--- config.mk ---
export PLATFORM = sky130hd
export DESIGN_NAME = lsu_bus_bridge
export DESIGN_NICKNAME = d
export VERILOG_FILES = /design/src/rtl/lsu_pkg.sv /design/src/rtl/lsu_lane_align.sv /design/src/rtl/lsu_bus_bridge.sv
export SDC_FILE = /design/constraint.sdc
export NUM_CORES = 1
export LEC_CHECK = 0
export BUFFER_PORTS_ARGS = -buffer_cell sky130_fd_sc_hd__buf_2
export CORE_MARGIN = 3
export CORE_UTILIZATION = 50
export DETAILED_ROUTE_END_ITERATION = 10
export PLACE_DENSITY = 0.8
export SLEW_MARGIN = 40
export SYNTH_ARGS = -nofsm -noshare
export SYNTH_HDL_FRONTEND = slang
export SYNTH_SLANG_ARGS = --single-unit
--- constraint.sdc ---
create_clock -name clk -period 2.7 [get_ports clk]
set_input_delay 0.27 -clock clk [delete_from_list [all_inputs] [get_ports clk]]
set_output_delay 0.27 -clock clk [all_outputs]
set_load 0.005 [all_outputs]
--- src/rtl/lsu_pkg.sv ---
// Shared definitions for the load/store unit: funct3 size/sign codes,
// FSM state type and the access-size helper.
package lsu_pkg;

  localparam logic [2:0] LB  = 3'b000;
  localparam logic [2:0] LH  = 3'b001;
  localparam logic [2:0] LW  = 3'b010;
  localparam logic [2:0] LD  = 3'b011;
  localparam logic [2:0] LBU = 3'b100;
  localparam logic [2:0] LHU = 3'b101;
  localparam logic [2:0] LWU = 3'b110;

  localparam logic [2:0] SB  = 3'b000;
  localparam logic [2:0] SH  = 3'b001;
  localparam logic [2:0] SW  = 3'b010;
  localparam logic [2:0] SD  = 3'b011;

  typedef enum logic [1:0] {
    IDLE,
    REQ,
    WAIT,
    DONE
  } lsu_state_e;

  function automatic logic [3:0] size_bytes(input logic [2:0] funct3);
    return 4'd1 << funct3[1:0];
  endfunction

endpackage

--- src/rtl/lsu_lane_align.sv ---
// Combinational lane logic: legality/alignment checks, byte enables,
// store data replication and load data shift with sign/zero extension.
module lsu_lane_align
  import lsu_pkg::*;
#(
  parameter  int XLEN  = 32,
  localparam int NB    = XLEN / 8,
  localparam int OFF_W = $clog2(NB)
) (
  input  logic             we,
  input  logic [2:0]       funct3,
  input  logic [OFF_W-1:0] offset,
  input  logic [XLEN-1:0]  wdata,
  input  logic [XLEN-1:0]  rdata,
  output logic [NB-1:0]    be,
  output logic [XLEN-1:0]  wdata_lane,
  output logic [XLEN-1:0]  rdata_ext,
  output logic             legal,
  output logic             aligned
);

  logic [NB-1:0]    be_base;
  logic [XLEN-1:0]  keep;
  logic [XLEN-1:0]  rshift;
  logic             sign_bit;
  logic [OFF_W-1:0] align_mask;

  always_comb begin
    legal = 1'b0;
    if (we) begin
      case (funct3)
        SB, SH, SW: legal = 1'b1;
        SD:         legal = (XLEN == 64);
        default:    legal = 1'b0;
      endcase
    end else begin
      case (funct3)
        LB, LH, LW, LBU, LHU: legal = 1'b1;
        LD, LWU:              legal = (XLEN == 64);
        default:              legal = 1'b0;
      endcase
    end
  end

  assign align_mask = OFF_W'(size_bytes(funct3) - 4'd1);
  assign aligned    = (offset & align_mask) == '0;

  // Replicating the store datum across the word puts it in every lane the
  // byte enables can select, so no shifter is needed on the write path.
  always_comb begin
    be_base    = '1;
    keep       = '1;
    wdata_lane = wdata;
    case (funct3[1:0])
      2'd0: begin
        be_base    = NB'(1);
        keep       = XLEN'(8'hFF);
        wdata_lane = {NB{wdata[7:0]}};
      end
      2'd1: begin
        be_base    = NB'(2'b11);
        keep       = XLEN'(16'hFFFF);
        wdata_lane = {(NB/2){wdata[15:0]}};
      end
      2'd2: begin
        be_base    = NB'(4'hF);
        keep       = XLEN'(32'hFFFF_FFFF);
        wdata_lane = {(NB/4){wdata[31:0]}};
      end
      default: begin
        be_base    = '1;
        keep       = '1;
        wdata_lane = wdata;
      end
    endcase
  end

  assign be        = be_base << offset;
  assign rshift    = rdata >> {offset, 3'b000};
  // keep ^ (keep >> 1) isolates the top bit of the access.
  assign sign_bit  = |(rshift & (keep ^ (keep >> 1)));
  assign rdata_ext = (rshift & keep) | ((!funct3[2] && sign_bit) ? ~keep : '0);

endmodule

--- src/rtl/lsu_bus_bridge.sv ---
// Load/store bridge between the core data path and the MMIO bus:
// request/grant/response handshake, core stall and error reporting.
module lsu_bus_bridge
  import lsu_pkg::*;
#(
  parameter int XLEN    = 32,
  parameter int ADDR_W  = 32,
  parameter int TIMEOUT = 255
) (
  input  logic              clk,
  input  logic              rst,
  input  logic              core_req,
  input  logic              core_we,
  input  logic [2:0]        core_funct3,
  input  logic [ADDR_W-1:0] core_addr,
  input  logic [XLEN-1:0]   core_wdata,
  output logic              core_stall,
  output logic              core_done,
  output logic              core_err,
  output logic [XLEN-1:0]   core_rdata,
  output logic              bus_req,
  input  logic              bus_gnt,
  output logic              bus_we,
  output logic [ADDR_W-1:0] bus_addr,
  output logic [XLEN/8-1:0] bus_be,
  output logic [XLEN-1:0]   bus_wdata,
  input  logic              bus_rvalid,
  input  logic [XLEN-1:0]   bus_rdata,
  input  logic              bus_err
);

  localparam int NB    = XLEN / 8;
  localparam int OFF_W = $clog2(NB);
  localparam int CNT_W = (TIMEOUT < 1) ? 1 : $clog2(TIMEOUT + 1);
  localparam logic [CNT_W-1:0] TO_LAST = (TIMEOUT == 0) ? '0 : CNT_W'(TIMEOUT - 1);

  lsu_state_e        state, state_n;
  logic              we_r, err_r;
  logic [2:0]        f3_r;
  logic [ADDR_W-1:0] addr_r;
  logic [XLEN-1:0]   wdata_r, rdata_r;
  logic [CNT_W-1:0]  cnt;

  logic              sel_core, we_m;
  logic [2:0]        f3_m;
  logic [ADDR_W-1:0] addr_m;
  logic [XLEN-1:0]   wdata_m;
  logic [NB-1:0]     be;
  logic [XLEN-1:0]   wdata_lane, rdata_ext;
  logic              legal, aligned, to_hit, resp;

  // In IDLE the checks look at the live core request; afterwards at the latched copy.
  assign sel_core = (state == IDLE);
  assign we_m     = sel_core ? core_we     : we_r;
  assign f3_m     = sel_core ? core_funct3 : f3_r;
  assign addr_m   = sel_core ? core_addr   : addr_r;
  assign wdata_m  = sel_core ? core_wdata  : wdata_r;

  lsu_lane_align #(.XLEN(XLEN)) u_align (
    .we        (we_m),
    .funct3    (f3_m),
    .offset    (addr_m[OFF_W-1:0]),
    .wdata     (wdata_m),
    .rdata     (rdata_r),
    .be        (be),
    .wdata_lane(wdata_lane),
    .rdata_ext (rdata_ext),
    .legal     (legal),
    .aligned   (aligned)
  );

  assign to_hit = (TIMEOUT != 0) && (cnt == TO_LAST);
  assign resp   = bus_rvalid && ((state == WAIT) || ((state == REQ) && bus_gnt));

  // A response in hand wins over a timeout expiring in the same cycle.
  always_comb begin
    state_n = state;
    case (state)
      IDLE: if (core_req) state_n = (legal && aligned) ? REQ : DONE;
      REQ: begin
        if (resp || to_hit) state_n = DONE;
        else if (bus_gnt)   state_n = WAIT;
      end
      WAIT: if (resp || to_hit) state_n = DONE;
      DONE: state_n = IDLE;
      default: state_n = IDLE;
    endcase
  end

  always_ff @(posedge clk) begin
    if (rst) begin
      state   <= IDLE;
      we_r    <= 1'b0;
      f3_r    <= '0;
      addr_r  <= '0;
      wdata_r <= '0;
      rdata_r <= '0;
      err_r   <= 1'b0;
      cnt     <= '0;
    end else begin
      state <= state_n;
      case (state)
        IDLE: begin
          cnt <= '0;
          if (core_req) begin
            we_r    <= core_we;
            f3_r    <= core_funct3;
            addr_r  <= core_addr;
            wdata_r <= core_wdata;
            rdata_r <= '0;
            err_r   <= !(legal && aligned);
          end
        end
        REQ, WAIT: begin
          cnt <= cnt + 1'b1;
          if (resp) begin
            rdata_r <= bus_rdata;
            err_r   <= bus_err;
          end else if (to_hit) begin
            err_r <= 1'b1;
          end
        end
        default: cnt <= '0;
      endcase
    end
  end

  always_comb begin
    bus_req    = 1'b0;
    bus_we     = 1'b0;
    bus_addr   = '0;
    bus_be     = '0;
    bus_wdata  = '0;
    core_done  = 1'b0;
    core_err   = 1'b0;
    core_rdata = '0;
    if (state == REQ) begin
      bus_req   = 1'b1;
      bus_we    = we_r;
      bus_addr  = {addr_r[ADDR_W-1:OFF_W], {OFF_W{1'b0}}};
      bus_be    = be;
      bus_wdata = wdata_lane;
    end
    if (state == DONE) begin
      core_done  = 1'b1;
      core_err   = err_r;
      core_rdata = (err_r || we_r) ? '0 : rdata_ext;
    end
  end

  assign core_stall = core_req & ~core_done;

endmodule

Yosys cells after proc, flatten, opt, wreduce, memory -nomap -nowiden:

Cells that the tools add are included.

* flip-flop bits (word level): 111
* output and inout bits: 105
* RAM bits: 0
* input bits: 106
* bits in latches: 0
* bits in read-only memories: 0
* logic and storage cells: 92
* memories: 0

* equal/unequal tests: 14
* shift-type cells: 3
* $lt $le $gt $ge: 0
* reduce and logical (&&, ||, !) cells: 23
* add/sub/neg operators: 2
* muxes and demuxes: 33
* bitwise operators: 9
* div/mod/pow operators: 0
* multipliers: 0

Operators by type and width (count)
* 2-to-1 mux 32 bit: 8
* one-hot mux 32 bit (2 select lines): 3
* bitwise AND 32 bit: 2
* NOT 32 bit: 1
* OR 32 bit: 1
* OR reduction 32 bit: 1
* right shift 32 x 5 -> 32 bit: 1
* bitwise XOR 32 x 31 -> 32 bit: 1
* 2-to-1 mux 2 bit: 6
* 2-to-1 mux 1 bit: 11
* AND reduction 3 bit: 3
* adder 8 x 1 -> 8 bit (second input constant): 1
* == test 8 bit (second input constant): 1
* one-hot mux 2 bit (4 select lines): 1
* one-hot mux 4 bit (2 select lines): 1
* == test 3 bit (second input constant): 2
* logical NOT 2 bit: 3
* inequality test 3 bit (second input constant): 2
* OR reduction 5 bit: 1
* == test 2 x 1 -> 1 bit (second input constant): 2
* == test 2 bit (second input constant): 2
* logical AND 1 bit: 4
* 2-to-1 mux 4 bit: 1
* inequality test 2 bit (second input constant): 2
* other kinds (18): 23

Depth between registers and ports, before layout:

Gate-level depths: netlist of run 1.

* depth after elaboration: 12
* depth in mapped cells: 11
* depth with buffers taken out: 7

By module:

A second synthesis of run 1 with hierarchy kept.

* cell total of the unflattened synthesis: 851
* area total of the unflattened synthesis: 6645.1 um^2

By module, submodules not included
* lsu_bus_bridge: cells each 671, sequential area each 2222.1 um^2, instances 1, area an instance 5252.5 um^2
* lsu_lane_align: cells each 180, sequential area each 0.0 um^2, instances 1, area an instance 1392.6 um^2

Least setup slack after synthesis of run 1:

OpenSTA, ideal clock, no wires.

* path type: register to output
* from: reg state[0]
* to: out core_rdata[24]
* cell stages (with the launch flop): 10
* path slack: 0.356 ns
* data required time: 2.430 ns
* path buffers: 2
* arrival: 2.074 ns
* cells stage by stage: dfxtp_1 > inv_1 > ha_1 > buf_6 > mux2i_1 > mux4_2 > and3_4 > a31oi_4 > buf_6 > nand2_1

* cells in the longest elaborated chain, start to end: 12
* elaborated cells on any way between the ends: 19
* those cells by class: eq/ne (2); shift (1); mux (6); bitwise (5); reduce/logical (5)

RTL lines
* start, declared: RTL line lsu_bus_bridge.sv:37 `lsu_state_e state, state_n;`
* start signal, assigned: RTL line lsu_bus_bridge.sv:101 `state <= state_n;`
* parallel branches: the longest is 11 deep, another holds right shift 32 x 5 -> 32 bit
* 2-to-1 mux 32 bit *: RTL line lsu_bus_bridge.sv:144 `if (state == DONE) begin`
* end, declared: RTL line lsu_bus_bridge.sv:20 `output logic [XLEN-1:0] core_rdata,`

Every way passes the cells marked *.

Worst setup path after layout of run 1:

* from: reg state[0]
* to: out core_rdata[21]

The elaborated chain is that of the path after synthesis.

==> results_dict.tcl, run 1 <==
set metrics [dict create \
    ys_seq_area_share_pct 36.54 \
    dpl.hpwl_um 12290 \
    grt_max_degree 71 \
    worstMarginPinSlew_ns 0.8661 \
    grt_first_pass_wirelength_um 28160 \
    grt_pass1_vias 5868 \
    relSlewSlack_pct 41.65 \
    via_count 6292 \
    overflow 0 \
    start_util_pct 52.14 \
    clkTransAtPathRegs_ns 0.07 \
    syn_to_final_growth_pct 27.30 \
    p_comb_share_pct 54.1 \
    cts_buffers 9 \
    layout_setup_ws_ns -0.1187 \
    gr-usage-all-layers_pct 25.85 \
    startpoint_type "register" \
    p_switching_mw 3.616 \
    ys_seq_elements 111 \
    syn-cell-area_mm2 0.006081 \
    end_kind "primary output" \
    die_width_um 116.3 \
    switching_share_pct 42.48 \
    route.detailed.drc 0 \
    num_rows 39 \
    ios 211 \
    cts.sinks 111 \
    cp_data_required_time_ns 2.43 \
    yosysWarnings 0 \
    vdd_drop_max_mv 0.5801 \
    async_reset_ff_share_pct 0 \
    dr.pass1.iters 5 \
    p_int_mw 4.897 \
    htreeDepth 3 \
    clk_latency_ns 0.36 \
    layout_min_cycle_time_ns 2.819 \
    ys.flop_type "dfxtp_1" \
    antenna_found_initial 1 \
    wl_per_cell_um 15.59 \
    num-fill-cells 985 \
    setup_viol 23 \
    critPathArrivalTime_ns 2.55 \
    drive_gt1_share_pct 29.18 \
    power-per-cell-area_mw_per_mm2 1100 \
    routabilityCongestion 0.8871 \
    share_seq_of_total_power_pct 28.6 \
    nets 1111 \
    hold_buffers 0 \
    clockRootBuffer "clkbuf_16" \
    wl_um 17930 \
    max_freq_ghz 0.3548 \
    synth-edff-count 0 \
    r2r_slack_ns 0.32 \
    worstSetupPathType "reg2out" \
    place_ws_ns -0.05089 \
    port_buffers 208 \
    status "complete, but fails checks" \
    avgViaCountPerCell 5.471 \
    max_cap_violations 0 \
    p_leak_nw 3.897 \
    report.final.slew_viol_count 0 \
    clockBufferDepth 2 \
    clockPowerShare_pct 17.3 \
    synth_cells 808 \
    design.core.area_mm2 0.01166 \
    hold_class "in2reg" \
    final_hold_viol_count 0 \
    dieArea_mm2 0.01352 \
    clock_skew_ns 0.003570 \
    drtIter0Drc 470 \
    cts_tree "yes" \
    rsz0062_at_grt "yes" \
    synth_area_per_cell_um2 7.526 \
    final_antenna_net_count 0 \
    die_h_um 116.3 \
    min_period_over_period_pct 104.4 \
    violations "negative setup slack" \
    crit_fanout 8 \
    total_power_mw 8.514 \
    ys_types 54 \
]
-- placed cells by master, fill, tap and decap left out, types with 8 or more instances in the layout --
cell       Yosys  final
a21oi_1      107    106
o211a_1        8      8
nand2_1      231    230
and3_1        17     17
a211oi_1       9      9
mux2_2         9      9
buf_4          4     28
nor2b_1       13     12
buf_2         13    208
clkbuf_16      0     11
and2_1        34     33
mux2i_1       61     59
dfxtp_1      111    109
nor2_1        63     63
-- power groups by stage --
stage | Clock (mW) | Sequential, mW | Combinational, mW
3_3_place_gp | 0 | 2.42 | 4.17
3_5_place_dp | 0 | 2.44 | 4.22
2_1_floorplan | 0 | 2.32 | 3.17
5_1_grt | 1.55 | 2.47 | 5.10
6_report | 1.47 | 2.43 | 4.61
4_1_cts | 1.49 | 2.41 | 4.36
-- path summary, 6_finish.rpt --
path | to | from | cells past startpoint
worst max register to register | rdata_r[30] | state[0] | 9
worst max-delay path | core_rdata[21] | state[0] | 8
worst min register to register | addr_r[29] | addr_r[29] | 2
worst min-delay path | addr_r[2] | core_addr[2] | 3
-- worst max-delay path, cell delays in order, from the launching register on --
cell	delay, ns
dfxtp_4	0.37
inv_4	0.07
ha_4	0.19
mux2i_4	0.27
mux4_2	0.53
and3_4	0.20
a31oi_4	0.30
o21ai_1	0.12
buf_2	0.15
-- timing repair --
item                                    CTS  global route
setup buffers                             5             2
resized for setup                        13             6
pin swaps                                 3             9
endpoints found under the setup margin   39            28
cloned                                    1             2
endpoints found under the hold margin     0             0
-- cell type report --
cell class                 count  area, um^2  area share [%]
timing repair buffer         241        1360           17.57
clock buffer                  11       252.7           3.265
tap                          143       178.9           2.311
antenna                        3       7.507         0.09698
inverter                       5       21.27          0.2748
clock inverter                 5       80.08           1.034
multi-input combinational    631        3613           46.68
sequential                   111        2227           28.77
-- registers in the layout (all words and copies together), names as in the netlist --
| register | cells |
|---|---|
| rdata_r | 32 |
| f3_r | 3 |
| state | 2 |
| we_r | 1 |
| cnt | 8 |
| addr_r | 32 |
| err_r | 1 |
| wdata_r | 32 |
-- synthesized netlist by cell type (2+ instances only) --
master    number  area, um^2
nor3_1         4       20.02
buf_4          4       30.03
nand2_1      231       867.1
mux2i_1       61       610.6
nor2_1        63       236.5
nor2b_1       13       81.33
nor3b_1        2       15.01
dfxtp_1      111        2222
ha_1           6       75.07
buf_6          5       56.30
xor2_1         5       43.79
o21ai_0       10       50.05
o21ai_1        2       10.01
a211oi_1       9       67.56
o21ai_2        2       17.52
nand3b_1       2       15.01
nand2b_1       4       25.02
inv_1          5       18.77
a221oi_1       7       61.31
mux2_2         9       101.4
a21oi_1      107       535.5
clkbuf_1      39       146.4
a31oi_1        2       12.51
buf_2         13       65.06
nand4_1        2       12.51
nand3_1        5       25.02
and2_1        34       212.7
and3_1        17       106.4
o211a_1        8       80.08
a21o_1         2       15.01
-- logic make-up after synthesis --
logic type	synth area share (%)
buffers and inverters	5.350
AND/OR/NAND/NOR	27.28
AO/OA/AOI/OAI	16.34
adder cells (fa/ha/maj)	1.235
multiplexers	12.33
XOR/XNOR	0.8642
flip-flops	36.54
other	0.06167
-- per-stage QoR --
| step | setup TNS [ns] | instance area, um^2 | util [%] | hold WS, ns | instances |
|---|---|---|---|---|---|
| finish | -1.012 | 7741 | 66.38 | 0.1446 | 1150 |
| global route | -3.307 | 7734 | 66.31 | 0.1394 | 1147 |
| CTS | -1.700 | 7626 | 65.39 | 0.1322 | 1143 |
| detailed placement | -0.1465 | 7222 | 61.92 | 0.4423 | 1121 |
| global placement | 0 | 7222 | 61.92 | 0.4375 | 1121 |
| floorplan | 0 | 6085 | - | 0.4060 | 809 |
-- metal layers --
layer | routed length (um) | up-vias | global-route usage (%)
met3 | 1495 | 39 | 7.927
met1 | 7509 | 2896 | 32.32
li1 | - | 3097 | -
met4 | 434 | 2 | 9.667
met2 | 8471 | 258 | 41.99
met5 | 16 | - | 0
(Power assumes the default switching activity.)
==> run 2: changes to the inputs <==
--- a/config.mk
+++ b/config.mk
@@ -9,8 +9,9 @@
 export CORE_MARGIN = 3
 export CORE_UTILIZATION = 50
 export DETAILED_ROUTE_END_ITERATION = 10
-export PLACE_DENSITY = 0.8
+export PLACE_DENSITY = 0.79
 export SLEW_MARGIN = 40
 export SYNTH_ARGS = -nofsm -noshare
 export SYNTH_HDL_FRONTEND = slang
+export SYNTH_HIERARCHICAL = 1
 export SYNTH_SLANG_ARGS = --single-unit
==> run 2 against run 1 <==
Effect of this change:
- the flow now finishes without violations
- critical path depth is 1 higher
- combinational power grew 19%
- sequential share of layout area is 2.1 points lower
- critical path type unchanged
- sequential cell count unchanged
- total power increased by 6.2%
- largest cell class unchanged
- final cell count is 5.1% higher
- die area up 8.8%
- first-iteration DRC count is 33% higher
- clock skew is 0.0035 ns higher
==> results_dict.tcl, run 2 <==
set metrics [dict create \
    status "complete, no violations" \
    wl_per_cell_um 16.08 \
    synth_compound_area_share_pct 14.35 \
    final_common_cell "buf_2" \
    gr-usage-all-layers_pct 24.63 \
    synth_fa_ha_area_share_pct 1.130 \
    cp-startpoint "state[0]" \
    clockBufferDepth 2 \
    routabilityCongestion 0.9863 \
    netlist_top_cells_count "nand2_1 (197), a21oi_1 (114), dfxtp_1 (111)" \
    cp_data_required_time_ns 2.43 \
    design.core.area_mm2 0.01282 \
    avgViaCountPerCell 5.368 \
    critPathArrivalTime_ns 2.42 \
    port_buffers 208 \
    num_rows 41 \
    dieArea_mm2 0.01471 \
    reg_top3 "addr_r: 32 flops, rdata_r: 32 flops, wdata_r: 32 flops" \
    final_hold_viol_count 0 \
    r2r-end "err_r" \
    layout_min_cycle_time_ns 2.686 \
    setup_viol 0 \
    dr.pass1.iters 5 \
    synth_cells 851 \
    wl_um 19440 \
    worstSetupPathType "reg2out" \
    die_h_um 121.3 \
    synthTopCellsByArea "dfxtp_1 (33%), mux2_2 (11%), nand2_1 (11%), and2_1 (9.5%), a21oi_1 (8.6%)" \
    crit_path_end "core_rdata[8]" \
    syn-cell-area_mm2 0.006645 \
    worstMarginPinSlew_ns 0.5525 \
    async_reset_ff_share_pct 0 \
    grt_pass1_vias 5795 \
    ys_seq_area_share_pct 33.44 \
    drive_gt1_share_pct 36.20 \
    rsz0062_at_grt "yes" \
    clockRootBuffer "clkbuf_16" \
    post-route-util_pct 64.99 \
    report.final.slew_viol_count 0 \
    hold_buffers 0 \
    cts_tree "yes" \
    drtIter0Drc 625 \
    htreeDepth 3 \
    synthMuxAreaShare_pct 14.89 \
    cts.sinks 111 \
    final_antenna_net_count 0 \
    ys.flop_type "dfxtp_1" \
    r2r_slack_ns 0.33 \
    num-fill-cells 1087 \
    grt_max_degree 70 \
    end_kind "primary output" \
    p_leak_nw 3.860 \
    clk_latency_ns 0.35 \
    final_cell_mix "buf_2 (208), nand2_1 (196), a21oi_1 (111)" \
    power-per-cell-area_mw_per_mm2 1084 \
    clock_skew_ns 0.007021 \
    startpoint_type "register" \
    synth.most_common_cell "nand2_1" \
    synth_area_per_cell_um2 7.809 \
    yosysWarnings 6 \
    synth_top_cell_by_area "dfxtp_1" \
    max_freq_ghz 0.3723 \
    yosys.area.top_type_share_pct 33.44 \
    synthSimpleGateAreaFrac_pct 28.39 \
    synth-edff-count 0 \
    route.detailed.drc 0 \
    overflow 0 \
    min_period_over_period_pct 99.48 \
    r2r_cells 10 \
    antenna_found_initial 4 \
    clkTransAtPathRegs_ns 0.08 \
    hold_class "in2reg" \
    die_width_um 121.3 \
    synth_xor_area_share_pct 0.7908 \
    synth_top_family_by_area "simple AND/OR/NAND/NOR gates" \
    vdd_drop_max_mv 0.6329 \
    fin_hold_ws_ns 0.1499 \
    r2r-start "state[0]" \
    via_count 6490 \
    ys_types 53 \
    crit_fanout 8 \
    nets 1143 \
    grt_first_pass_wirelength_um 29340 \
    ys_seq_elements 111 \
    start_util_pct 51.81 \
    ios 211 \
    cts_buffers 9 \
    dpl.hpwl_um 13220 \
    relSlewSlack_pct 63.16 \
    syn_to_final_growth_pct 25.42 \
    max_cap_violations 0 \
]
## run 2: area by class of cell
type,count,area [um^2],share of cell area [%]
repair buffers,245,1425,17.10
clock buffers,11,242.7,2.912
clock inverters,5,41.29,0.4954
flip-flops and latches,111,2223,26.68
multi-input cells,658,4156,49.87
diodes,1,2.502,0.03003
well taps,172,215.2,2.582
repair inverters,1,5.005,0.06005
inverters,5,22.52,0.2702
## run 2: cell families after synthesis
kind of cell / Yosys count
compound gates: 162
xor+xnor: 6
fa+ha+maj: 6
buf+inv: 85
flops: 111
mux: 88
other cells: 1
simple gates: 392
## run 2: layer usage
layer	track usage (%)	routed length, um	up-vias
met1	33.14	8346	2962
met2	39.31	8957	273
met4	7.633	457	6
li1	-	-	3207
met3	5.594	1636	42
met5	0	40	-
## run 2: worst max-delay path, cell delays in order (launching register included)
cell	delay (ns)
dfxtp_2	0.32
inv_2	0.08
ha_4	0.22
mux2_4	0.37
buf_4	0.17
mux2_4	0.30
a221oi_2	0.27
a21oi_1	0.06
and2_1	0.15
buf_2	0.13
## run 2: how the worst min path moves through the flow
| stage | endpoint | cells past startpoint | slack [ns] | startpoint |
|---|---|---|---|---|
| global placement | addr_r[13] | 2 | 0.44 | addr_r[13] |
| detailed placement | addr_r[7] | 2 | 0.44 | addr_r[7] |
| CTS | addr_r[23] | 3 | 0.14 | core_addr[23] |
| global route | addr_r[26] | 3 | 0.15 | core_addr[26] |
| floorplan | addr_r[0] | 2 | 0.41 | core_addr[0] |
| finish | addr_r[16] | 3 | 0.15 | core_addr[16] |
## run 2: report_power, final
group          internal, mW  total [mW]  switching [mW]
clock                 0.663        1.29           0.625
sequential             2.00        2.26           0.258
combinational          2.49        5.49            3.00
## run 2: timing repair
action                                  CTS  global route
pin swaps                                 3             9
gates resized for setup                  13            28
endpoints found under the setup margin   25            31
setup buffers                             5             6
gates cloned                              1             4
## run 2: per-stage QoR
| step | total power [mW] | area (um^2) | worst slack, ns | instances | TNS (ns) |
|---|---|---|---|---|---|
| finish | 9.037 | 8334 | 0.01403 | 1209 | 0 |
| global route | 9.672 | 8334 | -0.06826 | 1209 | -1.005 |
| CTS | 8.575 | 8083 | 0.004712 | 1198 | 0 |
| detailed placement | 7.063 | 7696 | 0.04427 | 1176 | 0 |
| global placement | 6.999 | 7696 | 0.1256 | 1176 | 0 |
| floorplan | 6.001 | 6649 | 0.08848 | 852 | 0 |
